**src/rtl/timer_pkg.sv**
```systemverilog
// Shared definitions for the timer register bank: address map, TCR write
// mask, reset value and the bus-side FSM state encoding.
package timer_pkg;

  localparam logic [7:0] ADDR_TDR  = 8'h00;
  localparam logic [7:0] ADDR_TCR  = 8'h01;
  localparam logic [7:0] ADDR_TSR  = 8'h02;
  localparam logic [7:0] ADDR_TCNT = 8'h03;

  // TCR bits 6, 3 and 2 are reserved: never stored, always read back as 0
  localparam logic [7:0] TCR_WMASK   = 8'hB3;
  localparam logic [7:0] RESET_VALUE = 8'h00;

  typedef enum logic [1:0] {
    IDLE   = 2'd0,
    SETUP  = 2'd1,
    ACCESS = 2'd2,
    RESP   = 2'd3
  } state_t;

endpackage

```
**src/rtl/timer_apb_slave.sv**
```systemverilog
// Bus responder for the timer: decodes TDR/TCR/TSR/TCNT, inserts programmable
// wait states, flags unmapped addresses with cpu_slverr and exports the
// control/reload values to the counter core.
module timer_apb_slave
  import timer_pkg::*;
#(
  parameter int unsigned WAIT_STATES = 0
) (
  input  logic       cpu_clk,
  input  logic       cpu_reset_n,
  input  logic       cpu_sel,
  input  logic       cpu_enable,
  input  logic       cpu_write,
  input  logic [7:0] cpu_address,
  input  logic [7:0] cpu_wdata,
  output logic       cpu_ready,
  output logic       cpu_slverr,
  output logic [7:0] cpu_rdata,
  output logic [7:0] tdr_out,
  output logic [7:0] tcr_out,
  input  logic       ovf_set,
  input  logic       udf_set,
  input  logic [7:0] cnt_in,
  output logic [1:0] tsr_out
);

  localparam logic [2:0] WAIT_LOAD = 3'(WAIT_STATES);

  state_t     state;
  logic [2:0] wait_cnt;
  logic [7:0] tdr;
  logic [7:0] tcr;
  logic [1:0] tsr;

  logic       access_ok;
  logic       commit;
  logic       mapped;
  logic [7:0] read_data;
  logic [1:0] w1c_mask;
  logic [1:0] tsr_next;

  // Transfer qualification, read mux and TSR next-state (set pulses win over W1C)
  always_comb begin
    access_ok = cpu_sel && cpu_enable;
    commit    = (state == ACCESS) && access_ok && (wait_cnt == 3'd0);
    mapped    = (cpu_address <= ADDR_TCNT);
    read_data = RESET_VALUE;
    case (cpu_address)
      ADDR_TDR:  read_data = tdr;
      ADDR_TCR:  read_data = tcr;
      ADDR_TSR:  read_data = {6'b0, tsr};
      ADDR_TCNT: read_data = cnt_in;
      default:   read_data = RESET_VALUE;
    endcase
    w1c_mask = 2'b00;
    if (commit && cpu_write && (cpu_address == ADDR_TSR)) begin
      w1c_mask = cpu_wdata[1:0];
    end
    tsr_next = (tsr & ~w1c_mask) | {udf_set, ovf_set};
  end

  // Bus FSM together with the register bank and the registered response
  always_ff @(posedge cpu_clk or negedge cpu_reset_n) begin
    if (!cpu_reset_n) begin
      state      <= IDLE;
      wait_cnt   <= 3'd0;
      tdr        <= RESET_VALUE;
      tcr        <= RESET_VALUE;
      tsr        <= 2'b00;
      cpu_ready  <= 1'b0;
      cpu_slverr <= 1'b0;
      cpu_rdata  <= RESET_VALUE;
    end else begin
      tsr        <= tsr_next;
      cpu_ready  <= 1'b0;
      cpu_slverr <= 1'b0;
      cpu_rdata  <= RESET_VALUE;
      case (state)
        IDLE: begin
          if (cpu_sel && !cpu_enable) begin
            state <= SETUP;
          end
        end
        SETUP: begin
          if (!cpu_sel) begin
            state <= IDLE;
          end else if (cpu_enable) begin
            state    <= ACCESS;
            wait_cnt <= WAIT_LOAD;
          end
        end
        ACCESS: begin
          if (!access_ok) begin
            state <= IDLE;
          end else if (wait_cnt == 3'd0) begin
            cpu_ready  <= 1'b1;
            cpu_slverr <= !mapped;
            if (cpu_write) begin
              if (cpu_address == ADDR_TDR) begin
                tdr <= cpu_wdata;
              end else if (cpu_address == ADDR_TCR) begin
                tcr <= cpu_wdata & TCR_WMASK;
              end
            end else begin
              cpu_rdata <= read_data;
            end
            state <= RESP;
          end else begin
            wait_cnt <= wait_cnt - 3'd1;
          end
        end
        RESP: begin
          state <= IDLE;
        end
        default: begin
          state <= IDLE;
        end
      endcase
    end
  end

  assign tdr_out = tdr;
  assign tcr_out = tcr;
  assign tsr_out = tsr;

endmodule

```
**config.mk**
```make
export PLATFORM = sky130hd
export DESIGN_NAME = timer_apb_slave
export DESIGN_NICKNAME = d
export VERILOG_FILES = /design/src/rtl/timer_pkg.sv /design/src/rtl/timer_apb_slave.sv
export SDC_FILE = /design/constraint.sdc
export NUM_CORES = 1
export LEC_CHECK = 0
export CAP_MARGIN = 20
export CORE_MARGIN = 2
export CORE_UTILIZATION = 39
export CTS_CLUSTER_DIAMETER = 200
export DETAILED_ROUTE_END_ITERATION = 10
export GPL_TIMING_DRIVEN = 0
export MAX_ROUTING_LAYER = met4
export PLACE_DENSITY = 0.83
export SLEW_MARGIN = 20
export SYNTH_ARGS = -nofsm -noshare
export SYNTH_HDL_FRONTEND = slang
export SYNTH_SLANG_ARGS = --single-unit
```
**constraint.sdc**
```tcl
create_clock -name cpu_clk -period 1.96 [get_ports cpu_clk]
set_clock_uncertainty 0.05 [all_clocks]
set_input_delay 0.392 -clock cpu_clk [delete_from_list [all_inputs] [get_ports cpu_clk]]
set_output_delay 0.392 -clock cpu_clk [all_outputs]
set_load 0.02 [all_outputs]
```
### Yosys cells after proc, flatten, opt, wreduce, memory -nomap -nowiden

Cells that the tools add are included.

| storage, ports and cells | value |
|---|---|
| output and inout port bits | 28 |
| input port bits | 31 |
| flip-flop bits (word level) | 30 |
| logic and storage cells | 66 |

| operators by class | value |
|---|---|
| bitwise operators | 4 |
| reductions and logical operators | 16 |
| magnitude comparators | 1 |
| $add $sub $neg | 1 |
| eq/ne operators | 13 |
| mux-type cells | 23 |

Operators by type and width:

| cell | count |
|---|---|
| $mux 8 | 4 |
| $pmux 8 s4 | 1 |
| $eq 8x2->1 const B | 2 |
| $mux 2 | 6 |
| $mux 3 | 4 |
| $ne 2x2->1 const B | 5 |
| $reduce_and 5->1 | 2 |
| $eq 8x1->1 const B | 1 |
| $le 8x2->1 const B | 1 |
| $logic_not 8->1 | 1 |
| $pmux 2 s4 | 1 |
| $logic_and 1x1->1 | 6 |
| $mux 1 | 6 |
| $pmux 3 s2 | 1 |
| $reduce_and 6->1 | 1 |
| $eq 2x2->1 const B | 2 |
| $logic_not 3->1 | 1 |
| $ne 3x2->1 const B | 1 |
| $ne 3x3->1 const B | 1 |
| $reduce_and 3->1 | 1 |
| $sub 3x1->3 const B | 1 |
| $and 2x2->2 | 1 |
| $eq 2x1->1 const B | 1 |
| $logic_not 1->1 | 2 |
| 5 further kinds | 5 |

### Longest topological paths before layout

| logic depth | value |
|---|---|
| depth after elaboration | 9 |
| gate-level depth with buffers | 7 |
| depth with buffers taken out | 6 |

### Least setup slack after synthesis

No wires, ideal clock.

| timing | value |
|---|---|
| path type | register to register |
| from | register wait_cnt[0] |
| to | register tdr[0] (netlist: tdr_out[0]) |
| path slack | -177 ps |
| cell stages (with the launch flop) | 7 |
| arrival time | 1,962 ps |
| clock period less this slack | 2,137 ps |
| library setup time | 125 ps |
| required time | 1,785 ps |
| buffers on the path | 0 |
| cell sequence | dfrtp_1 > inv_1 > ha_1 > ha_1 > or4bb_1 > nor4_4 > mux2_2 |

| on the way | value |
|---|---|
| longest elaborated chain between the ends | 2 |

Ends and longest elaborated chain:

| item | line | RTL |
|---|---|---|
| start: declaration | timer_apb_slave.sv:30 | `logic [2:0] wait_cnt;` |
| start signal: assignment | timer_apb_slave.sv:109 | `wait_cnt <= wait_cnt - 3'd1;` |
| $logic_not 3->1 | timer_apb_slave.sv:95 | `end else if (wait_cnt == 3'd0) begin` |
| $reduce_and 5->1 (no line) | - |  |
| end signal: assignment | timer_apb_slave.sv:100 | `tdr <= cpu_wdata;` |
| end: declaration | timer_apb_slave.sv:31 | `logic [7:0] tdr;` |

Every way passes these cells.
A chain may end at the register's enable or synchronous reset.

### Final worst setup path

| timing | value |
|---|---|
| from | register wait_cnt[1] |
| to | register tdr[7] (netlist: tdr_out[7]) |

The elaborated chain is that of the path after synthesis.

==> results.py <==
metrics = {
    "run_status": {
        "outcome": "finished with violations",
        "violations": "setup timing",
    },
    "setup_path": {
        "end_kind": "register",
        "arrival_ns": 2.24,
        "critical_path_required_ns": 2.08,
        "r2r_setup_slack_ns": -0.16,
        "crit_path_start_kind": "register",
        "path_max_fanout": 3,
        "worstSetupPathType": "reg2reg",
    },
    "logic_synthesis": {
        "synth_area_mm2": 0.001506,
        "synth_top_area_share_pct": 49.83,
        "synth.distinct_cells": 33,
        "synth.area.top_cells": "dfrtp_1 50%, mux2_2 12%, nor3_2 4.0%, a22oi_1 3.0%, mux4_2 3.0%",
        "post-synth-top-count-cell": "dfrtp_1",
        "async_reset_ff_share_pct": 100.0,
        "synth_edf_count": 0,
        "yosys-top-cells-count": "30 x dfrtp_1, 16 x mux2_2, 6 x a22oi_1, 6 x inv_1, 6 x nor3_2",
        "yosys_warnings": 0,
        "yosysSeqAreaShare_pct": 49.83,
        "synth_area_per_cell_um2": 12.88,
        "synth_top_cell_by_area": "dfrtp_1",
        "synth_top_flop_cell": "dfrtp_1",
        "syn_inst": 117,
        "ys_ff_latch": 30,
    },
    "sta": {
        "whs_ns": 0.07424,
        "min_period_over_period_pct": 107.9,
        "finalMaxSlewViolations": 0,
        "min_period_ns": 2.115,
        "setup_viol": 14,
        "tightest_slew_ns": 0.6567,
        "hold_viol_final": 0,
        "timing.fmax_ghz": 0.4728,
        "rsz0062_at_grt": "yes",
        "slew_headroom_pct": 56.22,
        "setup_tns_ns": -1.203,
        "fin_ws_ns": -0.1550,
    },
    "power_and_ir_drop": {
        "power_density_mw_per_mm2": 585.7,
        "power_leakage_nw": 1.017,
        "ir_drop_mv": 0.3260,
    },
    "floorplanning": {
        "core_mm2": 0.003689,
        "start_util_pct": 40.84,
        "core.rowCount": 22,
        "io_pins": 59,
        "die_y_um": 66.15,
        "dieWidth_um": 66.15,
        "die_area_mm2": 0.004376,
    },
    "placement": {
        "hpwl_mm": 2.561,
        "io_buffer_count": 53,
        "dpl_worst_slack_ns": -0.7316,
        "gp_congestion": 0.7879,
    },
    "grt": {
        "antenna_found_initial": 0,
        "grt_max_degree": 31,
        "overflow": 0,
        "grt_pass1_vias": 1221,
        "grt_usage_pct": 19.94,
        "grt_pass1_wl_mm": 6.127,
    },
    "cells_and_area": {
        "regArea_um2": 750.7,
        "final_nets": 217,
        "multiInputGateArea_um2": 738.2,
        "nFillCells": 279,
        "drive_gt1_share_pct": 33.51,
        "diodes": 0,
        "area.growth.synth_to_final_pct": 56.73,
    },
    "detailed_routing": {
        "drc": 0,
        "viasPerCell": 5.129,
        "wire_per_inst_um": 16.72,
        "vias": 1195,
        "ant_nets": 0,
        "drt_pre_antenna_iters": 4,
        "initialDrtViolationCount": 44,
        "routed_wl_mm": 3.895,
    },
    "cts": {
        "cts_buffer_depth": 2,
        "worstSkewPairLatency_ns": 0.29,
        "cts_root_buffer": "clkbuf_8",
        "cts_buffers": 5,
        "clock-sinks": 30,
        "clk_pin_slew_ns": 0.07,
        "cts_tree": "done",
        "h-tree-depth": 2,
    },
    "worst_hold_path": {
        "hp-class": "in2async",
    },
    "flow_run": {
        "maxCapViolCount": 0,
    },
}
critical path, stage by stage (launching register included):
cell     delay [ns]
dfrtp_1        0.42
inv_2          0.09
ha_4           0.14
ha_4           0.14
or4bb_4        0.48
nor4_4         0.19
buf_4          0.20
mux2_4         0.30
power breakdown:
| group | leakage [nW] | total (W) | switching (W) | internal (W) |
|---|---|---|---|---|
| Combinational | 0.552 | 0.000147 | 0.0000647 | 0.0000820 |
| Sequential | 0.407 | 0.000623 | 0.00000113 | 0.000622 |
| Clock | 0.0579 | 0.000613 | 0.000240 | 0.000373 |
| Total | 1.02 | 0.00138 | 0.000305 | 0.00108 |
cell usage in the layout, fill, tap and decap left out, drive strengths merged, types with 3 or more instances in the layout:
cell / count
buf: 13
clkdlybuf4s50: 48
nand2: 3
nor2: 4
inv: 6
nor4: 3
a22oi: 6
dfrtp: 30
conb: 3
nor3: 6
clkbuf: 9
o21ai: 4
mux2: 16
nand4b: 4
a22o: 3
repair_timing:
item / 4_1_cts / 5_1_grt
endpoints found under the setup margin: 23 / 20
setup buffers: 6 / 2
pin swaps: 8 / 10
endpoints found under the hold margin: 0 / 0
resized for setup: 22 / 13
hold buffers: 0 / 0
cell families after synthesis:
| logic type | Yosys count | share of synthesized area, % |
|---|---|---|
| adders and majority gates | 2 | 1.661 |
| xor gates and xnor gates | 1 | 0.5815 |
| muxes | 18 | 14.95 |
| buffers and inverters | 17 | 7.309 |
| and+or+nand+nor | 31 | 17.52 |
| other | 1 | 0.2489 |
| AOI/OAI and AO/OA | 17 | 7.891 |
| DFF | 30 | 49.83 |
sequential cells by signal (all words and copies together) (netlist names):
name	flops
state	2
cpu_rdata	8
cpu_slverr	1
tdr_out	8
tcr_out	5
wait_cnt	3
cpu_ready	1
tsr_out	2
final timing paths:
check	startpoint	end	cells after the start
worst max register to register	wait_cnt[1]	tdr_out[7]	7
max in group asynchronous	cpu_reset_n	tdr_out[0]	1
worst min-delay path	cpu_reset_n	state[1]	1
min in group cpu_clk	cpu_address[0]	cpu_rdata[7]	3
worst min register to register	tcr_out[5]	tcr_out[5]	1
worst max-delay path	wait_cnt[1]	tdr_out[7]	7
layout make-up:
| type | count | area share [%] |
|---|---|---|
| buffer | 8 | 3.127 |
| clock buffer | 5 | 2.915 |
| clock inverter | 3 | 1.696 |
| inverter | 6 | 0.9539 |
| multi-input combinational | 72 | 31.27 |
| sequential | 30 | 31.80 |
| tap | 48 | 2.544 |
| timing repair buffer | 61 | 25.70 |
routing by layer:
metal,GRT usage [%],wire length [um],vias to the layer above
li1,-,-,557
met4,11.48,90,0
met3,4.600,255,9
met5,-,0,-
met2,31.62,1888,53
met1,23.21,1660,576
per-stage QoR:
stage	area (um2)	utilization, %	total power [W]	cells
after floorplan	1523	-	0.0006957	119
after global placement	2113	57.29	0.0007754	220
after detailed placement	2108	57.16	0.0007769	220
after CTS	2323	62.99	0.001390	233
after global routing	2361	64.01	0.001436	233
final	2361	64.01	0.001383	233
Note: power is estimated with default switching activity, not from simulation.
==> variant 1 (config.mk and constraints unchanged) <==
Make the reset (`cpu_reset_n`) synchronous in one clocked block.
--- a/src/rtl/timer_apb_slave.sv
+++ b/src/rtl/timer_apb_slave.sv
@@ -60,7 +60,7 @@
   end
 
   // Bus FSM together with the register bank and the registered response
-  always_ff @(posedge cpu_clk or negedge cpu_reset_n) begin
+  always_ff @(posedge cpu_clk) begin
     if (!cpu_reset_n) begin
       state      <= IDLE;
       wait_cnt   <= 3'd0;
Function: differs if cpu_reset_n is asserted again (counterexample within 4 cycles, from zero or initial values and one cycle with cpu_reset_n low); with cpu_reset_n held inactive, the same outputs for 10 cycles.
==> variant 1 against the unedited design <==
- area after synthesis fell by 11%
- total power decreased by 11%
- count of clock-buffer cells in the layout is the same
- die area fell by 10%
- fmax up 11%
- sequential power is 1% lower
- global-route usage down 1.8 points
- setup slack improved by 0.22 ns
- sequential cell count is the same
- final area is 13% lower
- routed wire length is 17% lower
- critical path type is now in2reg
- largest cell class is now multi-input combinational cells
==> variant 1: results (changes against the unedited design) <==
min cycle time layout 1.90 ns (-0.217 ns); Worst Hold Class in2reg; Placer Congestion 0.853 (+8.2%); dpl cells 241 (+9.5%); Worst-Margin Slew 0.526 ns (-0.131 ns); dpl cell area 1940 sq um (-8.0%); HPWL after DPL 2420 um (-5.4%); DR vias 1242 (+3.9%); top cell types by occurrence after synthesis dfxtp_1 (30), nand2_1 (22), mux2i_1 (16); sequential area share after synthesis 44.7% (-5.2 points); largest net degree at the start of global routing 11 (-65%); WP data arrival 2.07 ns (-0.17 ns); Cells after Synth 140 (+20%); Power Internal 0.957 mW (-11%); reg2reg path depth 6 (-1); drt wl/cell 13.0 um (-22%); Worst R2R Start wait_cnt[0]; first-pass GRT wire length 5430 um (-11%); final setup fails 0 (-14); status completed; Critical Path Fanout Max 8 (+5); distinct cell type count after synthesis 35 (+6.1%); routed wire length 3230 um (-17%); clock-pin slew on the worst setup and hold paths 0.09 ns (+0.02 ns); Initial DRC Count 42 (-4.5%); CTS Root Cell clkbuf_4
[variant 1: stage by stage]
stage	setup slack [ns]	hold WS, ns	total power [mW]
6_report	0.0620	0.424	1.23
5_1_grt	-0.00383	0.456	1.28
4_1_cts	0.00833	0.432	1.24
3_5_place_dp	-0.558	0.418	0.768
3_3_place_gp	-0.493	0.413	0.767
2_1_floorplan	0.00501	0.419	0.690
[variant 1: worst paths after layout]
path              slack (ns)         end
setup / recovery        0.06  tdr_out[0]
hold / removal          0.42  cpu_slverr
hold reg to reg         0.43  tcr_out[4]
setup reg to reg        0.07  tdr_out[0]
[variant 1: final cells by class]
cell class	instances	area [sq um]
Buffer	10	52.6
Clock buffer	5	37.5
Clock inverter	3	40.0
Fill cell	298	1280
Inverter	6	22.5
Multi-Input combinational cell	94	701
Sequential cell	30	602
Tap cell	46	57.6
Timing Repair Buffer	55	548
[variant 1: timing repair]
action / in CTS / in global routing
pin swaps: 1 / 2
buffers inserted: 1 / 1
setup endpoints to repair: 21 / 17
resized for setup: 7 / 8
[variant 1: critical path, cell delays in order]
cell and delay, ns:
clkdlybuf4s50_1 0.40, or4_4 0.47, or4_4 0.65, mux2i_1 0.16
[variant 1: cell families (layout without fill, tap and decap cells)]
family / after synthesis / count (layout) / share of synthesized area (%)
AOI/OAI and AO/OA: 16 / 16 / 8.84
other: 1 / 3 / 0.279
and+or+nand+nor: 54 / 54 / 21.9
adders and majority gates: 2 / 2 / 1.86
muxes: 18 / 18 / 15.3
buffers and inverters: 18 / 79 / 6.60
xor gates and xnor gates: 1 / 1 / 0.651
DFF: 30 / 30 / 44.7
[variant 1: per-layer routing]
| layer | wire (um) | GRT usage [%] |
|---|---|---|
| met1 | 1350 | 21.0 |
| met2 | 1610 | 29.3 |
| met3 | 174 | 3.78 |
| met4 | 100 | 10.3 |
| met5 | 0 | - |
[variant 1: power by group through the flow]
| stage | logic (mW) | registers, mW | clock network, mW |
|---|---|---|---|
| 4_1_cts | 0.138 | 0.617 | 0.485 |
| 3_5_place_dp | 0.137 | 0.631 | 0 |
| 3_3_place_gp | 0.136 | 0.631 | 0 |
| 6_report | 0.138 | 0.617 | 0.475 |
| 5_1_grt | 0.149 | 0.618 | 0.508 |
| 2_1_floorplan | 0.0566 | 0.634 | 0 |
==> variant 2 (config.mk and constraints unchanged) <==
Without the edit above. Put one more register stage on the output `cpu_slverr`, without a reset. The value now appears one clock later. The other outputs are not delayed to match.
--- a/src/rtl/timer_apb_slave.sv
+++ b/src/rtl/timer_apb_slave.sv
@@ -25,6 +25,8 @@
 );
 
   localparam logic [2:0] WAIT_LOAD = 3'(WAIT_STATES);
+
+  logic cpu_slverr_s0;
 
   state_t     state;
   logic [2:0] wait_cnt;
@@ -68,12 +70,12 @@
       tcr        <= RESET_VALUE;
       tsr        <= 2'b00;
       cpu_ready  <= 1'b0;
-      cpu_slverr <= 1'b0;
+      cpu_slverr_s0 <= 1'b0;
       cpu_rdata  <= RESET_VALUE;
     end else begin
       tsr        <= tsr_next;
       cpu_ready  <= 1'b0;
-      cpu_slverr <= 1'b0;
+      cpu_slverr_s0 <= 1'b0;
       cpu_rdata  <= RESET_VALUE;
       case (state)
         IDLE: begin
@@ -94,7 +96,7 @@
             state <= IDLE;
           end else if (wait_cnt == 3'd0) begin
             cpu_ready  <= 1'b1;
-            cpu_slverr <= !mapped;
+            cpu_slverr_s0 <= !mapped;
             if (cpu_write) begin
               if (cpu_address == ADDR_TDR) begin
                 tdr <= cpu_wdata;
@@ -123,5 +125,9 @@
   assign tcr_out = tcr;
   assign tsr_out = tsr;
 
+  always_ff @(posedge cpu_clk) begin
+    cpu_slverr <= cpu_slverr_s0;
+  end
+
 endmodule
 
Check against the original RTL: not equivalent (a bounded check fails within 4 cycles, from zero or initial values and one cycle with cpu_reset_n low).
==> variant 2 against the unedited design <==
- the flow still finishes with violations (negative setup slack)
- routed wire length down 2.0%
- total power down 6.8%
- final area down 1.5%
- synthesized cell count up 0.85%
- first-iteration DRC count up 75%
- area after synthesis up 1.3%
- critical path type unchanged
- largest power group unchanged
- worst hold slack better by 0.013 ns
- setup slack better by 0.031 ns
- sequential cell count up 1
==> variant 2: results (changes against the unedited design) <==
status finished, violations left; failing checks negative setup slack; first-pass GRT wire length 6040 um (-1.5%); HPWL after DPL 2720 um (+6.2%); drt wl/cell 16.3 um (-2.4%); final setup TNS -0.869 ns (+0.334 ns); most area-consuming cells after synthesis dfrtp_1 (49%), mux2_2 (12%), nor3_2 (3.9%), a22oi_1 (3.0%), mux4_2 (3.0%); Final Non-Filler Cells 234 (+0.43%); distinct cell type count after synthesis 34 (+3.0%); Critical Path Fanout Max 7 (+4); DR vias 1199 (+0.33%); dpl cell area 2130 sq um (+0.95%); # nets final 219 (+0.92%); Peak VDD IR 0.000307 V (-5.8%); All-Layer GR Usage 19.5% (-0.39 points); final setup fails 8 (-6); Place WS -0.733 ns (-0.00169 ns); Final WS setup -0.124 ns (+0.0311 ns); DR WL met2 1910 um (+0.95%); GR Util met2 32.1% (+0.50 points); Metal-1 WL 1520 um (-8.4%); Global Route met1 Usage 21.1% (-2.1 points); final hold slack 0.0876 ns (+0.0134 ns); sequential area share after synthesis 50.5% (+0.66 points); share of flip-flops with an asynchronous set or reset 96.8% (-3.2 points); Placer Congestion 0.862 (+9.4%); met3 WL post-DR 266 um (+4.3%); Worst R2R Start wait_cnt[0]; capture point of the worst reg-to-reg path tdr_out[4]; met3 global-route usage 5.91% (+1.3 points); WP data arrival 2.20 ns (-0.04 ns); slew margin rel. 56.5% (+0.32 points)
variant 2: cell types whose count changed after synthesis:
cell / change
dfxtp_1: +1
variant 2: power by group:
part           internal (mW)  leakage [nW]  switching, mW
combinational         0.0803         0.547         0.0649
clock                  0.275        0.0470          0.225
sequential             0.643         0.416        0.00111
total                  0.998          1.01          0.291
variant 2: cell type report:
cell class / instances / area [sq um]
Fill cell: 286 / 1390
Tap cell: 48 / 60.1
Buffer: 8 / 73.8
Clock inverter: 1 / 5.00
Multi-Input combinational cell: 72 / 719
Inverter: 6 / 22.5
Clock buffer: 6 / 82.6
Timing Repair Buffer: 62 / 592
Sequential cell: 31 / 771
variant 2: kinds of logic (layout without fill, tap and decap cells):
group	Yosys count	after routing	share of synthesized area, %
AOI/OAI and AO/OA	17	17	7.79
muxes	18	18	14.8
xor gates and xnor gates	1	1	0.574
DFF	31	31	50.5
and+or+nand+nor	31	31	17.3
adders and majority gates	2	2	1.64
buffers and inverters	17	83	7.21
other	1	3	0.246
